File: src/rtl/ps2_pkg.sv
// Shared types and constants for the PS/2 host transmitter.
package ps2_pkg;

    typedef enum logic [2:0] {
        IDLE,
        INHIBIT,
        START,
        CLKREL,
        SHIFT,
        ACK,
        WAITIDLE,
        ERR
    } ps2_state_t;

    localparam int STAT_BUSY   = 0;
    localparam int STAT_DONE   = 1;
    localparam int STAT_ERR    = 2;
    localparam int PS2_TX_BITS = 10;

    function automatic logic odd_parity(input logic [7:0] b);
        return ~^b;
    endfunction

endpackage

File: src/rtl/ps2_host_tx_line_filter.sv
// 2-FF synchronizer plus FILTER_LEN-sample debounce and a one-cycle fall pulse.
module ps2_line_filter #(
    parameter int FILTER_LEN = 4
) (
    input  logic io_read_clk,
    input  logic rst,
    input  logic line_i,
    output logic level_o,
    output logic fall_o
);

    localparam int CNT_W = (FILTER_LEN > 1) ? $clog2(FILTER_LEN) : 1;
    localparam logic [CNT_W-1:0] CNT_MAX = CNT_W'(FILTER_LEN - 1);

    logic             meta_q;
    logic             sync_q;
    logic             level_q;
    logic             fall_q;
    logic [CNT_W-1:0] cnt_q;

    // Idle PS/2 lines are pulled high, so every stage resets to 1.
    always_ff @(posedge io_read_clk or posedge rst) begin
        if (rst) begin
            meta_q  <= 1'b1;
            sync_q  <= 1'b1;
            level_q <= 1'b1;
            fall_q  <= 1'b0;
            cnt_q   <= '0;
        end else begin
            meta_q <= line_i;
            sync_q <= meta_q;
            fall_q <= 1'b0;
            if (sync_q == level_q) begin
                cnt_q <= '0;
            end else if (cnt_q >= CNT_MAX) begin
                level_q <= sync_q;
                cnt_q   <= '0;
                fall_q  <= level_q;
            end else begin
                cnt_q <= cnt_q + 1'b1;
            end
        end
    end

    assign level_o = level_q;
    assign fall_o  = fall_q;

endmodule

File: src/rtl/ps2_host_tx.sv
// PS/2 host-to-device transmitter: bus write loads a command byte, the FSM runs
// the request-to-send sequence on open-drain clock/data and reports status.
module ps2_host_tx
    import ps2_pkg::*;
#(
    parameter int INHIBIT_CYCLES = 5000,
    parameter int TIMEOUT_CYCLES = 750000,
    parameter int FILTER_LEN     = 4
) (
    input  logic       io_read_clk,
    input  logic       rst,
    input  logic [7:0] dat_i,
    input  logic       we_i,
    input  logic       stb_i,
    output logic [7:0] dat_o,
    output logic       ack_o,
    input  logic       ps2_clk_i,
    input  logic       ps2_data_i,
    output logic       ps2_clk_oe,
    output logic       ps2_data_oe,
    output logic       busy
);

    localparam int INH_W = (INHIBIT_CYCLES > 1) ? $clog2(INHIBIT_CYCLES) : 1;
    localparam int TO_W  = (TIMEOUT_CYCLES > 1) ? $clog2(TIMEOUT_CYCLES) : 1;
    localparam int BIT_W = $clog2(PS2_TX_BITS + 1);
    localparam logic [INH_W-1:0] INH_MAX  = INH_W'(INHIBIT_CYCLES - 1);
    localparam logic [TO_W-1:0]  TO_MAX   = TO_W'(TIMEOUT_CYCLES - 1);
    localparam logic [BIT_W-1:0] BIT_LAST = BIT_W'(PS2_TX_BITS - 1);

    ps2_state_t       state_q, state_d;
    logic [INH_W-1:0] inh_cnt_q, inh_cnt_d;
    logic [TO_W-1:0]  to_cnt_q, to_cnt_d;
    logic [BIT_W-1:0] bit_cnt_q, bit_cnt_d;
    logic [PS2_TX_BITS-1:0] frame_q, frame_d;
    logic             bit_q, bit_d;
    logic             tx_done_q, tx_done_d;
    logic             tx_err_q, tx_err_d;
    logic [7:0]       dat_o_q;
    logic             data_meta_q, data_sync_q;
    logic             clk_level, clk_fall;
    logic             clk_oe_c, data_oe_c;
    logic             timeout;

    ps2_line_filter #(
        .FILTER_LEN(FILTER_LEN)
    ) u_clk_filter (
        .io_read_clk(io_read_clk),
        .rst        (rst),
        .line_i     (ps2_clk_i),
        .level_o    (clk_level),
        .fall_o     (clk_fall)
    );

    // The ack bit only needs a clean level, not debouncing.
    always_ff @(posedge io_read_clk or posedge rst) begin
        if (rst) begin
            data_meta_q <= 1'b1;
            data_sync_q <= 1'b1;
        end else begin
            data_meta_q <= ps2_data_i;
            data_sync_q <= data_meta_q;
        end
    end

    always_ff @(posedge io_read_clk or posedge rst) begin
        if (rst) begin
            state_q   <= IDLE;
            inh_cnt_q <= '0;
            to_cnt_q  <= '0;
            bit_cnt_q <= '0;
            frame_q   <= '0;
            bit_q     <= 1'b0;
            tx_done_q <= 1'b0;
            tx_err_q  <= 1'b0;
            dat_o_q   <= '0;
        end else begin
            state_q   <= state_d;
            inh_cnt_q <= inh_cnt_d;
            to_cnt_q  <= to_cnt_d;
            bit_cnt_q <= bit_cnt_d;
            frame_q   <= frame_d;
            bit_q     <= bit_d;
            tx_done_q <= tx_done_d;
            tx_err_q  <= tx_err_d;
            dat_o_q   <= {5'b0, tx_err_d, tx_done_d, state_d != IDLE};
        end
    end

    always_comb begin
        state_d   = state_q;
        inh_cnt_d = inh_cnt_q;
        to_cnt_d  = to_cnt_q;
        bit_cnt_d = bit_cnt_q;
        frame_d   = frame_q;
        bit_d     = bit_q;
        tx_done_d = tx_done_q;
        tx_err_d  = tx_err_q;
        clk_oe_c  = 1'b0;
        data_oe_c = 1'b0;
        timeout   = (to_cnt_q == TO_MAX);

        // A read clears the sticky flags; an event on the same edge overrides below.
        if (stb_i && !we_i) begin
            tx_done_d = 1'b0;
            tx_err_d  = 1'b0;
        end

        if ((state_q == SHIFT || state_q == ACK || state_q == WAITIDLE) && !timeout) begin
            to_cnt_d = to_cnt_q + 1'b1;
        end

        case (state_q)
            IDLE: begin
                if (stb_i && we_i) begin
                    frame_d   = {1'b1, odd_parity(dat_i), dat_i};
                    tx_done_d = 1'b0;
                    tx_err_d  = 1'b0;
                    inh_cnt_d = '0;
                    state_d   = INHIBIT;
                end
            end
            INHIBIT: begin
                clk_oe_c = 1'b1;
                if (inh_cnt_q == INH_MAX) begin
                    state_d = START;
                end else begin
                    inh_cnt_d = inh_cnt_q + 1'b1;
                end
            end
            START: begin
                clk_oe_c  = 1'b1;
                data_oe_c = 1'b1;
                state_d   = CLKREL;
            end
            CLKREL: begin
                data_oe_c = 1'b1;
                bit_cnt_d = '0;
                to_cnt_d  = '0;
                bit_d     = 1'b0;
                state_d   = SHIFT;
            end
            SHIFT: begin
                data_oe_c = ~bit_q;
                if (timeout) begin
                    state_d = ERR;
                end else if (clk_fall) begin
                    bit_d     = frame_q[bit_cnt_q];
                    bit_cnt_d = bit_cnt_q + 1'b1;
                    if (bit_cnt_q == BIT_LAST) begin
                        state_d = ACK;
                    end
                end
            end
            ACK: begin
                if (timeout) begin
                    state_d = ERR;
                end else if (clk_fall) begin
                    state_d = data_sync_q ? ERR : WAITIDLE;
                end
            end
            WAITIDLE: begin
                if (timeout) begin
                    state_d = ERR;
                end else if (clk_level && data_sync_q) begin
                    tx_done_d = 1'b1;
                    state_d   = IDLE;
                end
            end
            ERR: begin
                tx_err_d = 1'b1;
                state_d  = IDLE;
            end
            default: state_d = IDLE;
        endcase
    end

    assign ps2_clk_oe  = clk_oe_c;
    assign ps2_data_oe = data_oe_c;
    assign busy        = (state_q != IDLE);
    assign dat_o       = dat_o_q;
    assign ack_o       = stb_i;

endmodule
File: config.mk
export PLATFORM = sky130hd
export DESIGN_NAME = ps2_host_tx
export DESIGN_NICKNAME = d
export VERILOG_FILES = /design/src/rtl/ps2_pkg.sv /design/src/rtl/ps2_host_tx_line_filter.sv /design/src/rtl/ps2_host_tx.sv
export SDC_FILE = /design/constraint.sdc
export NUM_CORES = 1
export LEC_CHECK = 0
export ABC_AREA = 1
export BUFFER_PORTS_ARGS = -buffer_cell sky130_fd_sc_hd__buf_4
export CAP_MARGIN = 40
export CORE_MARGIN = 4
export CORE_UTILIZATION = 55
export DETAILED_ROUTE_END_ITERATION = 10
export PLACE_DENSITY = 0.77
export SYNTH_ARGS = -nofsm -noshare
export SYNTH_HDL_FRONTEND = slang
export SYNTH_SLANG_ARGS = --single-unit
export TNS_END_PERCENT = 50
File: constraint.sdc
create_clock -name io_read_clk -period 1.5 [get_ports io_read_clk]
set_input_delay 0.075 -clock io_read_clk [delete_from_list [all_inputs] [get_ports io_read_clk]]
set_output_delay 0.075 -clock io_read_clk [all_outputs]
set_load 0.005 [all_outputs]
* Word level (Yosys, flattened, before mapping) *
Index checks and enable logic that the tools add are counted.

storage, ports and cells
  register bits after elaboration = 64
  output and inout port bits = 12

operators by class
  $add $sub $neg = 4
  $lt $le $gt $ge = 2
  eq/ne operators = 15
  muxes and demuxes = 38
  bitwise logic cells = 2
  reductions and logical operators = 21

operators with widths
  kind                     number
  $mux W20                 2
  $mux W3                  9
  $mux W13                 2
  $pmux W13 S2             1
  $pmux W3 S8              1
  $add A20 B1 Y20 const B  1
  $eq A20 B20 Y1 const B   1
  $add A13 B1 Y13 const B  1
  $eq A13 B13 Y1 const B   1
  $mux W1                  13
  $eq A3 B3 Y1 const B     4
  $mux W4                  2
  $pmux W1 S2              4
  $pmux W4 S2              1
  $reduce_xnor A8 Y1       1
  $eq A3 B2 Y1 const B     2
  $ne A2 B2 Y1 const B     3
  $reduce_and A3 Y1        2
  $reduce_bool A2 Y1       3
  $reduce_bool A3 Y1       2
  $lt A4 B5 Y1 const B     1
  $add A4 B1 Y4 const B    1
  $bmux W1 S4              1
  $eq A4 B4 Y1 const B     1
  other kinds (13)         22

* Depth between registers and ports, before layout *
Gate-level depths: netlist of run 1.

  depth in word-level cells = 6
  depth in mapped cells = 11
  depth with buffers taken out = 11

* Modules after synthesis *
Synthesis of run 1 repeated with hierarchy kept, for this count alone.

unflattened totals
  cell total of the unflattened synthesis = 507
  area, all modules = 3702.3 um^2

by module, submodules not included
  module           instances  cells an instance  area an instance (um^2)  seq. area each (um^2)
  ps2_host_tx      1          487                3480.8                   1403.8
  ps2_line_filter  1          20                 221.5                    153.9

* Least setup slack after synthesis of run 1 *
No wires, ideal clock.

  kind = reg2reg
  from = register to_cnt_q[0]
  to = register to_cnt_q[16]
  setup time = 0.117 ns
  arrival time = 1.525 ns
  setup slack = -0.141 ns
  stages on the path, launching flop included = 12
  buffers on the path = 1
  period minus slack after synthesis = 1.641 ns
  path through = dfrtp_1 -> ha_1 -> nand2_2 -> nor2_4 -> inv_2 -> nor2_2 -> nand3_4 -> nand2_4 -> nand2_4 -> buf_6 -> nand3_2 -> nand2_1

between the ends
  longest elaborated chain between the ends = 4

ends and longest elaborated chain
  element                                                  RTL line           text
  start: declaration                                       ps2_host_tx.sv:33  logic [TO_W-1:0] to_cnt_q, to_cnt_d;
  start signal: assignment                                 ps2_host_tx.sv:80  to_cnt_q <= to_cnt_d;
  branches (longest 4 deep; another with $add A20 B1 Y20)  --

Parallel ways; which one is timed is not known. The select of a mux whose other input is x is not followed.
A chain may end at the register's enable or synchronous reset.

* Worst setup path in the final report of run 1 *
Ends and elaborated chain as after synthesis.

==> results of run 1 <==
registers in the layout (all words and copies together) (netlist names):
register / count
frame_q: 10
bit_q: 1
u_clk_filter.meta_q: 1
to_cnt_q: 20
state_q: 3
data_meta_q: 1
u_clk_filter.cnt_q: 2
u_clk_filter.level_o: 1
data_sync_q: 1
dat_o: 3
u_clk_filter.fall_o: 1
inh_cnt_q: 13
u_clk_filter.sync_q: 1
bit_cnt_q: 4
worst min-delay path, cell delays in order:
cell and delay (ps):
sky130_fd_sc_hd__buf_4 100, sky130_fd_sc_hd__o21ai_0 80, sky130_fd_sc_hd__o22ai_1 110
cell type report:
class                           instances  area [um2]  area share, %
Clock inverter                          4        22.5          0.452
Inverter                               56         221           4.44
Clock buffer                           12         145           2.91
Timing Repair Buffer                   98         831           16.7
Sequential cell                        62        1570           31.4
Multi-Input combinational cell        353        2100           42.2
Tap cell                               77        96.3           1.93
layout by cell type (no fill, tap or decap), types with 4 or more instances in the layout:
cell type                       Yosys  final
sky130_fd_sc_hd__nand2_1          122    117
sky130_fd_sc_hd__buf_4              8     76
sky130_fd_sc_hd__dfrtp_1           57     51
sky130_fd_sc_hd__nor2_1            62     49
sky130_fd_sc_hd__inv_1             49     44
sky130_fd_sc_hd__nand3_1           34     29
sky130_fd_sc_hd__xor2_1            16     15
sky130_fd_sc_hd__o21ai_0           20     14
sky130_fd_sc_hd__nor2_2             2     13
sky130_fd_sc_hd__dlygate4sd3_1      0     11
sky130_fd_sc_hd__inv_2              7     10
sky130_fd_sc_hd__nand4_1           10     10
sky130_fd_sc_hd__clkbuf_8           0     10
sky130_fd_sc_hd__nor2_4             6      8
sky130_fd_sc_hd__nand2_2            6      8
sky130_fd_sc_hd__o21ai_1            3      8
sky130_fd_sc_hd__xnor2_1            8      8
sky130_fd_sc_hd__buf_6              3      8
sky130_fd_sc_hd__a21oi_1            8      7
sky130_fd_sc_hd__o21ai_2            7      7
sky130_fd_sc_hd__nor3_1            10      7
sky130_fd_sc_hd__dfrtp_2            0      6
sky130_fd_sc_hd__nand2_4            4      5
sky130_fd_sc_hd__nand3_2            1      5
sky130_fd_sc_hd__conb_1             1      5
sky130_fd_sc_hd__dfstp_2            5      5
sky130_fd_sc_hd__o22ai_1            5      4
per-layer routing:
layer,share of wire (%),GRT usage (%),vias to the layer above,wire length [um]
met2,50,36.6,129,4670
met4,2.0,5.87,0,191
met1,43,29.4,1700,3990
li1,-,-,1739,-
met3,5.5,4.92,29,516
met5,0,0,-,0
final timing paths:
path	start	to	cells after the start
setup / recovery	to_cnt_q[0]	to_cnt_q[16]	11
hold / removal	we_i	dat_o[2]	3
setup reg to reg	to_cnt_q[0]	to_cnt_q[16]	11
hold reg to reg	data_meta_q	data_sync_q	0
max in group asynchronous	rst	data_sync_q	4
min in group asynchronous	rst	frame_q[7]	3
cell families (layout without fill, tap and decap cells):
family	Yosys count	in the layout	share of synthesized area, %
AO/OA/AOI/OAI	55	55	9.33
XOR/XNOR	24	24	5.60
adder cells (fa/ha/maj)	5	5	1.67
buffers and inverters	72	170	8.70
flip-flops	62	62	41.5
multiplexers	1	1	0.300
other	1	5	0.0999
AND/OR/NAND/NOR	263	263	32.8
report_power, final:
| part | switching (mW) | internal (mW) | total, mW |
|---|---|---|---|
| clock | 0.643 | 0.637 | 1.28 |
| combinational | 0.568 | 0.464 | 1.03 |
| sequential | 0.168 | 1.93 | 2.10 |
stage by stage:
step / setup TNS (ps) / instances / utilization, % / setup slack [ps] / power, mW
6_report: -1020 / 662 / 76.8 / -82.5 / 4.41
5_1_grt: -2880 / 662 / 76.8 / -146 / 4.70
4_1_cts: -530 / 654 / 72.7 / -49.4 / 4.33
3_5_place_dp: -786 / 623 / 67.1 / -82.0 / 3.03
3_3_place_gp: -123 / 623 / 67.1 / -25.5 / 2.98
2_1_floorplan: -40.6 / 487 / - / -29.6 / 2.72
timing repair:
item / 4_1_cts / 5_1_grt
buffers inserted: 4 / 8
setup endpoints to repair: 30 / 40
pin swaps: 6 / 13
resized for setup: 18 / 55
cloned: 0 / 0
hold endpoints to repair: 23 / 0
hold buffers: 11 / 0
==> flow_results.org, run 1 <==
** CTS
- Clock root buffer :: sky130_fd_sc_hd__clkbuf_8
- Max Buffers Root-to-Sink :: 2
- Clock tree from TritonCTS :: built
- Clock insertion delay at the later pin of the skew report :: 340 ps
- Number of levels the H-tree was split into :: 3
- Number of buffers created by CTS :: 9
- The clock drives 62 sinks.
- Clock slew at the register clock pins of the worst setup and hold paths :: 70 ps

** GRT
- Antenna violations before repair :: 0
- The first global-routing pass estimated 15000 um of wire.
- Maximum number of pins on one net before global-route repair :: 26
- Total grt overflow :: 0
- GRT Overall Usage :: 22.2%
- The via count of the first global-routing pass is 3341.

** Pwr
- Maximum vdd ir drop :: 0.000808 V
- Power Density :: 885 mW/mm2
- In this run the static leakage power is 2.30 nW.

** Detailed routing
- Wires add up to 9370 um.
- Dividing the detail-routed wire length by the instance count gives 14.2 um.
- Post-DR vias/cell :: 5.43
- DRC violations left :: 0
- The detailed router finished its first iteration with 235 violations.
- Summing over every cut layer, the via total after detailed routing is 3597.
- Detail Route Antenna Nets :: 0
- First-pass detailed-route iteration total :: 8

** Timing
- Post-route fraction of the period consumed by the critical path :: 106%
- Final hold viol count :: 0
- Setup violations remaining at the end of the flow were counted as 25.
- Max Freq :: 0.632 GHz
- Clock Skew :: 12.0 ps
- Fin worst setup slack :: -82.5 ps
- Setup repair after global routing missed its margin :: true
- Min cycle time layout :: 1580 ps
- Across all hold checks on the routed design, the worst slack comes to 78.1 ps.
- The total count of max-transition violations in the final report came to 0.

** Outcome
- The checks that failed: setup timing.
- The run finished, with violations left.

** Synthesis
- In this run, synthesis inferred 0 flip-flops with an integrated enable.
- The biggest area contributor in the post-synthesis netlist is sky130_fd_sc_hd__dfrtp_1.
- Among all flip-flop cells after synthesis, the most frequent one is sky130_fd_sc_hd__dfrtp_1.
- Among all cell types in the netlist, the one instantiated most often is sky130_fd_sc_hd__nand2_1.
- Yosys cell types :: 38
- Synth async-reset ratio :: 100%
- After synthesis, the largest area contributor takes up 38.0% of total cell area.
- Synthesized netlist cell count :: 483
- The Yosys step of the flow raised 0 warnings.
- Post-synthesis register bit count :: 62
- Average cell area after synthesis :: 7.77 um2
- Synthesized area :: 0.00375 mm2
- By area the synthesized netlist is led by sky130_fd_sc_hd__dfrtp_1, sky130_fd_sc_hd__nand2_1, sky130_fd_sc_hd__nor2_1, sky130_fd_sc_hd__inv_1, sky130_fd_sc_hd__nand3_1.
- Of the synthesized area, sequential elements account for 41.5%.
- Counting instances in the post-synthesis netlist gives the leading cell types as sky130_fd_sc_hd__nand2_1, sky130_fd_sc_hd__nor2_1, sky130_fd_sc_hd__dfrtp_1, sky130_fd_sc_hd__inv_1, sky130_fd_sc_hd__nand3_1.

** Hold path
- The path class of the tightest hold or removal check is input port to register.

** Cells and area
- Fill cells in the final layout number 413.
- For this run, the post-layout net count is 599.
- Of the cells placed in the final design, the portion with a size suffix greater than 1 is 33.3%.
- Design Area, Final :: 0.00499 mm2
- From synthesis to final layout, the design area changed by 32.8%.
- The number of antenna diodes in the final layout is 0.

** Floorplanning
- Boundary Pins :: 26
- The die is 90.6 um wide.
- The die covers 0.00821 mm2.
- The total area inside the core boundary comes to 0.00649 mm2.
- Row cnt :: 29
- Once the floorplan was initialized, standard cells occupied 57.8% of the core.
- The die is 90.6 um tall.

** Critical path
- In this run the register-to-register setup slack is -80 ps.
- The critical path contains buffers and inverters numbering 2 combined.
- The worst setup path is captured at a register.
- Worst Path Class, Setup :: register to register
- Critical Path AT :: 1820 ps
- Sequence of cells on the critical path :: ha_4, nand2_4, nor2_4, inv_2, nor2_4, nand3_4, nand2_4, nand2_8, buf_4, nand3_2, nand2_1
- The largest individual stage delay along the critical path comes from the cell sky130_fd_sc_hd__dfrtp_2.
- Highest net fanout along the worst path :: 8
- The cell family contributing the most delay on the critical path is simple AND/OR/NAND/NOR gates.
- STA puts the critical path data required time at 1740 ps.
- On the worst path, the slowest cell contributes a delay of 390 ps.
- The worst setup path is launched from a register.

** Placed design
- Detail Placement HPWL :: 6430 um
- After detailed placement, the total cell area comes to 0.00436 mm2.
- PortBufs :: 20
- Routability Congestion :: 0.925

** Job
- Across the run, the number of max-cap violations was 0.
Power figures use the tool's default switching activity.
==> inputs of run 2 (changes only) <==
--- a/config.mk
+++ b/config.mk
@@ -6,12 +6,12 @@
 export NUM_CORES = 1
 export LEC_CHECK = 0
 export ABC_AREA = 1
-export BUFFER_PORTS_ARGS = -buffer_cell sky130_fd_sc_hd__buf_4
 export CAP_MARGIN = 40
 export CORE_MARGIN = 4
 export CORE_UTILIZATION = 55
 export DETAILED_ROUTE_END_ITERATION = 10
-export PLACE_DENSITY = 0.77
+export DONT_BUFFER_PORTS = 1
+export PLACE_DENSITY = 0.73
 export SYNTH_ARGS = -nofsm -noshare
 export SYNTH_HDL_FRONTEND = slang
 export SYNTH_SLANG_ARGS = --single-unit
==> flow_results.org, run 2 (same netlist as run 1, synthesis figures left out) <==
** Outcome
- Result of the run :: complete, but fails checks
- The checks that failed: setup timing.

** Detailed routing
- The routed layout has 3489 vias.
- First-pass detailed-route iteration total :: 5
- Post-DR wirelength/cell :: 14.3 um
- In the routed design, unresolved DRC markers number 0.
- The routed design has 9150 um of wire.
- The detailed router finished its first iteration with 218 violations.
- Detail Route Antenna Nets :: 0
- Post-DR vias/cell :: 5.44

** Critical path
- STA classifies the critical path endpoint as a register.
- The critical path is of the register to register type.
- In this run the number of cells on the critical path is 11.
- The worst register-to-register path has a depth of 11.
- The signal on the critical path passes through ha_4, nand2_4, nor2_4, inv_2, nor2_4, nand3_4, nand2_8, nand2_8, buf_4, nand3_2, nand2_1.
- Critical Path AT :: 1830 ps
- The worst register-to-register path ends at to_cnt_q[16].
- The worst register-to-register path has a setup slack of -90 ps.
- RR Startpoint :: to_cnt_q[1]
- Critical Path Start Type :: register
- At the worst endpoint, the required time is 1740 ps.
- In this design, the stage delay of the slowest critical-path cell is 390 ps.
- Together, buffers and inverters on the worst path number 2.
- Highest net fanout along the worst path :: 9
- In this design, the largest share of critical-path delay is due to simple AND/OR/NAND/NOR gates.
- Critical-path cell with the highest stage delay :: sky130_fd_sc_hd__dfrtp_1

** Placed design
- Placement Cell Area :: 0.00420 mm2
- The HPWL after detailed placement is 6410 um.
- PortBufs :: 0
- After detailed placement, the design holds a cell count of 602.
- At the end of routability-driven placement, the weighted congestion stood at 0.928.

** GRT
- Wire length of the first global-routing pass :: 15000 um
- Entering global routing, the biggest net connects 22 pins.
- The via count of the first global-routing pass was 3292.
- Global routing finished with a remaining overflow of 0.
- Antenna violations before repair :: 0
- GRT Overall Usage :: 22.5%

** Job
- Max-cap violations in this run came to 0.

** CTS
- Number of levels the H-tree was split into :: 3
- Clock insertion delay at the later pin of the skew report :: 350 ps
- TritonCTS built the clock tree.
- Clock tree synthesis inserted a total of 9 buffers.
- Clock sinks :: 62
- Clock slew at the register clock pins of the worst setup and hold paths :: 80 ps
- Max Buffers Root-to-Sink :: 2
- Clock root buffer :: sky130_fd_sc_hd__clkbuf_8

** Cells and area
- The area growth from synthesis to layout is 26.5%.
- Design Area, Final :: 0.00475 mm2
- The largest registers in the layout are to_cnt_q (20), inh_cnt_q (13), frame_q (10).
- The finished layout holds 641 standard cells, fillers aside.
- The filler cells instantiated in the layout total 477.
- Register name with the most flops :: to_cnt_q
- Share of cells above drive strength 1 :: 28.5%
- The final layout contains 578 nets.
- The register with the most flip-flops in the layout has 20 of them.
- Commonest cells after routing, fill and taps aside :: sky130_fd_sc_hd__nand2_1, sky130_fd_sc_hd__nor2_1, sky130_fd_sc_hd__dfrtp_1
- For this run, the share of the core covered by cells in the final layout is 73.1%.
- The number of antenna diodes in the final layout is 0.
- The library cell used most frequently in the layout, excluding fill and tap cells, is sky130_fd_sc_hd__nand2_1.

** Timing
- Clock Skew :: 14.1 ps
- The count of final hold-check violations came to 0.
- Once routing completed, OpenROAD measured the worst setup slack at -94.9 ps.
- The total count of max-transition violations in the final report is 0.
- Derived from the worst setup path, the maximum achievable clock frequency is 0.627 GHz.
- Min cycle time layout :: 1590 ps
- Setup repair after global routing missed its margin :: true
- After layout, the worst path uses 106% of the clock period.
- Final Setup Violations :: 26

** Floorplanning
- The die covers 0.00821 mm2.
- Boundary Pins :: 26
- DIE WIDTH :: 90.6 um
- In this run the vertical extent of the chip is 90.6 um.
- Row cnt :: 29
- The total area inside the core boundary comes to 0.00649 mm2.
- Effective utilization at floorplan :: 57.8%

** Hold path
- Min-Delay Startpoint :: we_i
- Counting instances, the worst hold path has a depth of 3.
- The path with the worst hold slack has its endpoint at inh_cnt_q[7].
- In this run the worst hold path is classified as input port to register.

** Pwr
- Summed over all cells, the static leakage comes to 2.19 nW.
- IR analysis of the VDD net gives a maximum drop of 0.000839 V.
- After layout, the design draws a total of 4.45 mW.
- Power spread over the standard cell area amounts to 937 mW/mm2.
-- run 2: cell type report --
class | count | area, um2 | share of cell area, %
Tap cell | 77 | 96.3 | 2.03
Inverter | 56 | 219 | 4.61
Sequential cell | 62 | 1560 | 32.9
Multi-Input combinational cell | 354 | 2040 | 42.9
Clock buffer | 11 | 141 | 2.98
Clock inverter | 5 | 33.8 | 0.711
Timing Repair Buffer | 76 | 661 | 13.9
-- run 2: through the flow --
stage	hold slack (ps)	setup slack [ps]	setup TNS, ps
2_1_floorplan	79.5	-29.6	-40.6
3_3_place_gp	-5.77	-34.6	-249
3_5_place_dp	-3.73	-155	-1380
4_1_cts	108	-75.5	-676
5_1_grt	120	-184	-4150
6_report	93.4	-94.9	-1250
-- run 2: what timing repair did --
| item | CTS | global route |
|---|---|---|
| resized for setup | 19 | 33 |
| gates cloned | 0 | 1 |
| buffers inserted | 4 | 4 |
| pin swaps | 2 | 4 |
| hold buffers | 14 | 0 |
| hold endpoints to repair | 50 | 0 |
| endpoints found under the setup margin | 28 | 40 |
-- run 2: where the power goes --
group	switching [mW]	leakage (nW)	internal [mW]
logic	0.563	1.30	0.461
registers	0.167	0.805	1.93
clock network	0.685	0.0857	0.644
-- run 2: worst register-to-register path, cell delays in order, from the launching register on --
cell                      delay (ps)
sky130_fd_sc_hd__dfrtp_1         390
sky130_fd_sc_hd__ha_4            160
sky130_fd_sc_hd__nand2_4          50
sky130_fd_sc_hd__nor2_4          130
sky130_fd_sc_hd__inv_2            70
sky130_fd_sc_hd__nor2_4          100
sky130_fd_sc_hd__nand3_4         110
sky130_fd_sc_hd__nand2_8         110
sky130_fd_sc_hd__nand2_8          90
sky130_fd_sc_hd__buf_4           160
sky130_fd_sc_hd__nand3_2          60
sky130_fd_sc_hd__nand2_1          40
-- run 2: worst max-delay path by stage --
stage                      startpoint      endpoint  slack [ps]
after global routing      to_cnt_q[1]  to_cnt_q[16]        -180
after global placement    to_cnt_q[1]  to_cnt_q[11]         -30
final                     to_cnt_q[1]  to_cnt_q[16]         -90
after CTS                 to_cnt_q[1]  to_cnt_q[14]         -80
after detailed placement  to_cnt_q[1]  to_cnt_q[11]        -160
after floorplan           to_cnt_q[0]  to_cnt_q[16]         -30
-- run 2: per-layer routing --
metal,global-route usage [%],share of wire [%],up-vias
met1,29.6,44,1663
met3,5.33,5.2,20
met2,36.1,49,110
li1,-,-,1696
met5,0,0,-
met4,8.29,1.9,0
